<file path="src/rtl/heatmap_vga_painter.sv">
// heatmap_vga_painter: reads one RAM row of colours and paints it as a scrolling strip of cells into the VGA buffer.
// Define HEATMAP_GRID_LINES_EN to draw black grid lines on the right column and bottom row of every cell.
module heatmap_vga_painter #(
  parameter int N_COLS = 64,
  parameter int CELL_W = 8,
  parameter int CELL_H = 4,
  parameter int N_ROWS = 64,
  parameter int X_OFF  = 64,
  parameter int Y_OFF  = 16
) (
  input  logic       clk_50,
  input  logic       reset,
  input  logic       done_write_sig,
  output logic       comp_allow,
  output logic [7:0] rd_addr,
  input  logic [7:0] rd_data,
  output logic [9:0] vga_x,
  output logic [9:0] vga_y,
  output logic [7:0] vga_color,
  output logic       vga_we,
  output logic       busy,
  output logic [7:0] row_idx
);
  localparam int PW = CELL_W > 1 ? $clog2(CELL_W) : 1;
  localparam int HW = CELL_H > 1 ? $clog2(CELL_H) : 1;
  typedef enum logic [2:0] {REQ, WAIT_DONE, ADDR, WAIT, PAINT, NEXT_ROW} state_t;
  state_t state_q, state_d;
  logic [7:0] col_q, col_d, row_q, row_d, color_q, color_d, c_q, c_d, c_pix;
  logic [PW-1:0] px_q, px_d;
  logic [HW-1:0] py_q, py_d;
  logic [9:0] x_q, x_d, y_q, y_d, x_pix, y_pix;
  logic paint, px_end, py_end, col_end;
  assign paint   = state_q == PAINT;
  assign px_end  = px_q == PW'(CELL_W - 1);
  assign py_end  = py_q == HW'(CELL_H - 1);
  assign col_end = col_q == 8'(N_COLS - 1);
  assign x_pix   = 10'(X_OFF) + 10'(col_q) * 10'(CELL_W) + 10'(px_q);
  assign y_pix   = 10'(Y_OFF) + 10'(row_q) * 10'(CELL_H) + 10'(py_q);
`ifdef HEATMAP_GRID_LINES_EN
  assign c_pix = (px_end || py_end) ? 8'h00 : color_q;
`else
  assign c_pix = color_q;
`endif
  always_comb begin
    state_d = state_q;
    col_d   = col_q;
    row_d   = row_q;
    color_d = color_q;
    px_d    = px_q;
    py_d    = py_q;
    x_d     = paint ? x_pix : x_q;
    y_d     = paint ? y_pix : y_q;
    c_d     = paint ? c_pix : c_q;
    case (state_q)
      REQ:       state_d = WAIT_DONE;
      WAIT_DONE: begin
        col_d   = done_write_sig ? 8'd0 : col_q;
        state_d = done_write_sig ? ADDR : WAIT_DONE;
      end
      ADDR:      state_d = WAIT;
      WAIT: begin
        color_d = rd_data;
        px_d    = '0;
        py_d    = '0;
        state_d = PAINT;
      end
      PAINT: begin
        px_d = px_end ? '0 : px_q + 1'b1;
        py_d = px_end ? (py_end ? '0 : py_q + 1'b1) : py_q;
        if (px_end && py_end) begin
          col_d   = col_end ? col_q : col_q + 8'd1;
          state_d = col_end ? NEXT_ROW : ADDR;
        end
      end
      NEXT_ROW: begin
        row_d   = row_q == 8'(N_ROWS - 1) ? 8'd0 : row_q + 8'd1;
        state_d = REQ;
      end
      default:   state_d = REQ;
    endcase
  end
  always_ff @(posedge clk_50) begin
    if (reset) begin
      state_q <= REQ;
      col_q   <= '0;
      row_q   <= '0;
      color_q <= '0;
      px_q    <= '0;
      py_q    <= '0;
      x_q     <= '0;
      y_q     <= '0;
      c_q     <= '0;
    end else begin
      state_q <= state_d;
      col_q   <= col_d;
      row_q   <= row_d;
      color_q <= color_d;
      px_q    <= px_d;
      py_q    <= py_d;
      x_q     <= x_d;
      y_q     <= y_d;
      c_q     <= c_d;
    end
  end
  // Pixel outputs are live during PAINT and otherwise hold the last painted pixel.
  assign vga_we     = paint;
  assign vga_x      = x_d;
  assign vga_y      = y_d;
  assign vga_color  = c_d;
  assign comp_allow = state_q == REQ && !reset;
  assign busy       = state_q != WAIT_DONE && !reset;
  assign rd_addr    = col_q;
  assign row_idx    = row_q;
endmodule

</file>
<file path="config.mk">
export PLATFORM = sky130hd
export DESIGN_NAME = heatmap_vga_painter
export DESIGN_NICKNAME = d
export VERILOG_FILES = /design/src/rtl/heatmap_vga_painter.sv
export SDC_FILE = /design/constraint.sdc
export NUM_CORES = 1
export LEC_CHECK = 0
export BUFFER_PORTS_ARGS = -buffer_cell sky130_fd_sc_hd__buf_2
export CAP_MARGIN = 25
export CORE_MARGIN = 8
export CORE_UTILIZATION = 55
export DETAILED_ROUTE_END_ITERATION = 16
export PLACE_DENSITY = 0.84
export SLEW_MARGIN = 20
export SYNTH_ARGS = -nofsm -noshare
export SYNTH_HDL_FRONTEND = slang
export SYNTH_SLANG_ARGS = --single-unit
</file>
<file path="constraint.sdc">
create_clock -name clk_50 -period 4.4 [get_ports clk_50]
set_clock_uncertainty 0.15 [all_clocks]
set_input_delay 0.66 -clock clk_50 [delete_from_list [all_inputs] [get_ports clk_50]]
set_output_delay 0.66 -clock clk_50 [all_outputs]
set_load 0.005 [all_outputs]
</file>
==> run summary <==
Mapped Cells: 327
Row count: 25
RSZ-0062 raised after global routing: no
#FFs+latches synth: 60
Fin Setup TNS: 0 ps
Setup Viol. Count Final: 0
Crit path time final: 3185 ps
Crit start category: flip-flop
Drt first pass iters: 4
Postcts setup bufs: 0
Largest net degree at the start of global routing: 50
Worst-path maximum fanout: 40
Fmax: 314.0 MHz
Filler instances: 407
Synthesized Nets: 345
Static leakage: 1.359 nW
Commonest non-fill, non-tap cell in the layout: nand2_1
Antenna cells: 0
Worst slew pin tran: 877.1 ps
Post-synth cell types: 41
WP data arrival: 2370 ps
DR vias: 2360
CTS root buf: clkbuf_8
Fraction of layout cells with a size suffix above 1: 19.11%
Netlist Area Pre-Place: 2589 µm²
Via density: 5.413
Initial antenna violation count: 0
Worst Path Required: 3590 ps
First-pass GRT wire length: 10.01 mm
Area of the multi-input gates: 1292 µm²
Routed len/inst: 13.32 µm
Worst VDD drop: 0.1777 mV
Final net count: 396
DRT iter0 DRCs: 122
Register area share after synthesis: 46.40%
YS warnings: 0
Top-Level Pins: 58
Routability cong.: 0.7885
Crit. End Element: output port
Placed cells: 421
Status: complete, no violations
Port bufs: 57
Maxcap violations: 0
CTS hold repair buffers: 0
Relative slew slack: 41.53%
Clk buf depth: 2
CTS clk-pin slew, worst paths: 60 ps
Max Transition Viols Final: 0
Post-Layout Cell Count: 436
Most frequent cells in the layout: nand2_1, dfxtp_1, buf_2
Cells along the critical path: or3b_4 -> inv_2 -> nand2_1 -> nand2_1 -> buf_2
Vias in the first global route: 2251
Post-cts sizing count: 0
CTS sink cnt: 60
CTS tree: done
DRC: 0
Clk_lat worst skew: 340 ps
H-Tree Depth: 3
Avg Cell Area, Syn: 7.917 µm²
Post-DP HPWL: 3.914 mm
Tot GR Track Use: 17.09%
Final hold vios: 0
Final ANT Viol Nets: 0
Tightest Hold Check Type: flip-flop to flip-flop
Crit path max-delay cell type: or3b_4
Core Area: 4629 µm²
CP dominant cell by count: nand2_1
Die area: 7158 µm²
Starting Density: 55.92%
Global route overflow: 0
Syn-to-layout area delta: 17.21%
PD cells: 339.2 nW/µm²
Post-synth top flop: dfxtp_1
Worst path max stage delay: 620 ps
Die height: 84.61 µm
Post-synth EDFFs: 0
Sequential Area: 1201 µm²
Final wirelength: 5.807 mm
Hold Slack: 311.7 ps
Critical path class: flip-flop to output port
Fin crit share: 72.38%
FFs w/ async S/R, synth: 0%
Die width: 84.61 µm
Num CTS Buffers: 9
synthesized netlist by cell type (2+ instances only):
cell type,count,area [µm²]
a21oi_1,36,180.2
nand3_1,20,100.1
clkbuf_1,9,33.78
nand3b_1,3,22.52
and2_1,8,50.05
a31oi_1,7,43.79
o31ai_1,2,15.01
or3_1,6,37.54
buf_1,5,18.77
nor2_1,18,67.56
xnor2_1,9,78.83
nand2_1,91,341.6
xor2_1,4,35.03
inv_1,4,15.01
o21ai_0,8,40.04
nor4_1,2,12.51
dfxtp_1,60,1201
a22oi_1,2,15.01
ha_1,7,87.58
or4_1,2,15.01
nor3_1,3,15.01
nand4_1,2,12.51
worst max-delay path, delay by kind of cell (launching register included):
family	cells	cell delay, ps
and+or+nand+nor	3	900
buffers and inverters	2	660
DFF	1	460
path summary, 6_finish.rpt:
kind	slack [ps]	cells past startpoint	start	endpoint
max	1220	5	state_q[2]	vga_color[4]
min	310	2	c_pix[2]	c_pix[2]
min reg2reg	310	2	c_pix[2]	c_pix[2]
max reg2reg	1910	5	state_q[2]	py_q[0]
flip-flops by register name, summed over array words and instances, names as in the netlist:
register / count
c_pix: 8
c_q: 8
px_q: 3
py_q: 2
rd_addr: 8
row_idx: 8
state_q: 3
x_q: 10
y_q: 10
report_power, final:
group / internal [mW] / total [mW] / switching, mW
clock: 0.230 / 0.429 / 0.199
combinational: 0.0148 / 0.0443 / 0.0295
sequential: 0.549 / 0.556 / 0.00662
cell type report:
class                           instances  share of cell area [%]
Tap cell                               54                   2.227
Inverter                                5                  0.6186
Timing Repair Buffer                   57                   9.402
Multi-Input combinational cell        245                   42.60
Clock buffer                           13                   5.237
Sequential cell                        60                   39.59
Clock inverter                          2                  0.3299
kinds of logic (layout without fill, tap and decap cells):
| group | after synthesis | after routing | synth area share [%] |
|---|---|---|---|
| AOI/OAI and AO/OA | 61 | 61 | 13.24 |
| xor gates and xnor gates | 13 | 13 | 4.398 |
| buffers and inverters | 22 | 77 | 3.673 |
| muxes | 1 | 1 | 0.3867 |
| adders and majority gates | 7 | 7 | 3.383 |
| DFF | 60 | 60 | 46.40 |
| and+or+nand+nor | 163 | 163 | 28.52 |
layer usage:
layer	share of wire, %	GRT usage [%]
met2	49	28.78
met5	0	0
met4	2.4	11.81
met3	5.1	4.585
met1	44	18.26
through the flow:
| step | utilization (%) | setup WS, ps | area (µm²) | power [mW] |
|---|---|---|---|---|
| global placement | 61.89 | 1668 | 2865 | 0.6106 |
| finish | 65.54 | 1215 | 3034 | 1.029 |
| detailed placement | 61.89 | 1599 | 2865 | 0.6117 |
| CTS | 65.54 | 1233 | 3034 | 1.034 |
| floorplan | - | 2176 | 2589 | 0.5986 |
| global route | 65.54 | 1034 | 3034 | 1.067 |
Note: power is estimated with default switching activity, not from simulation.
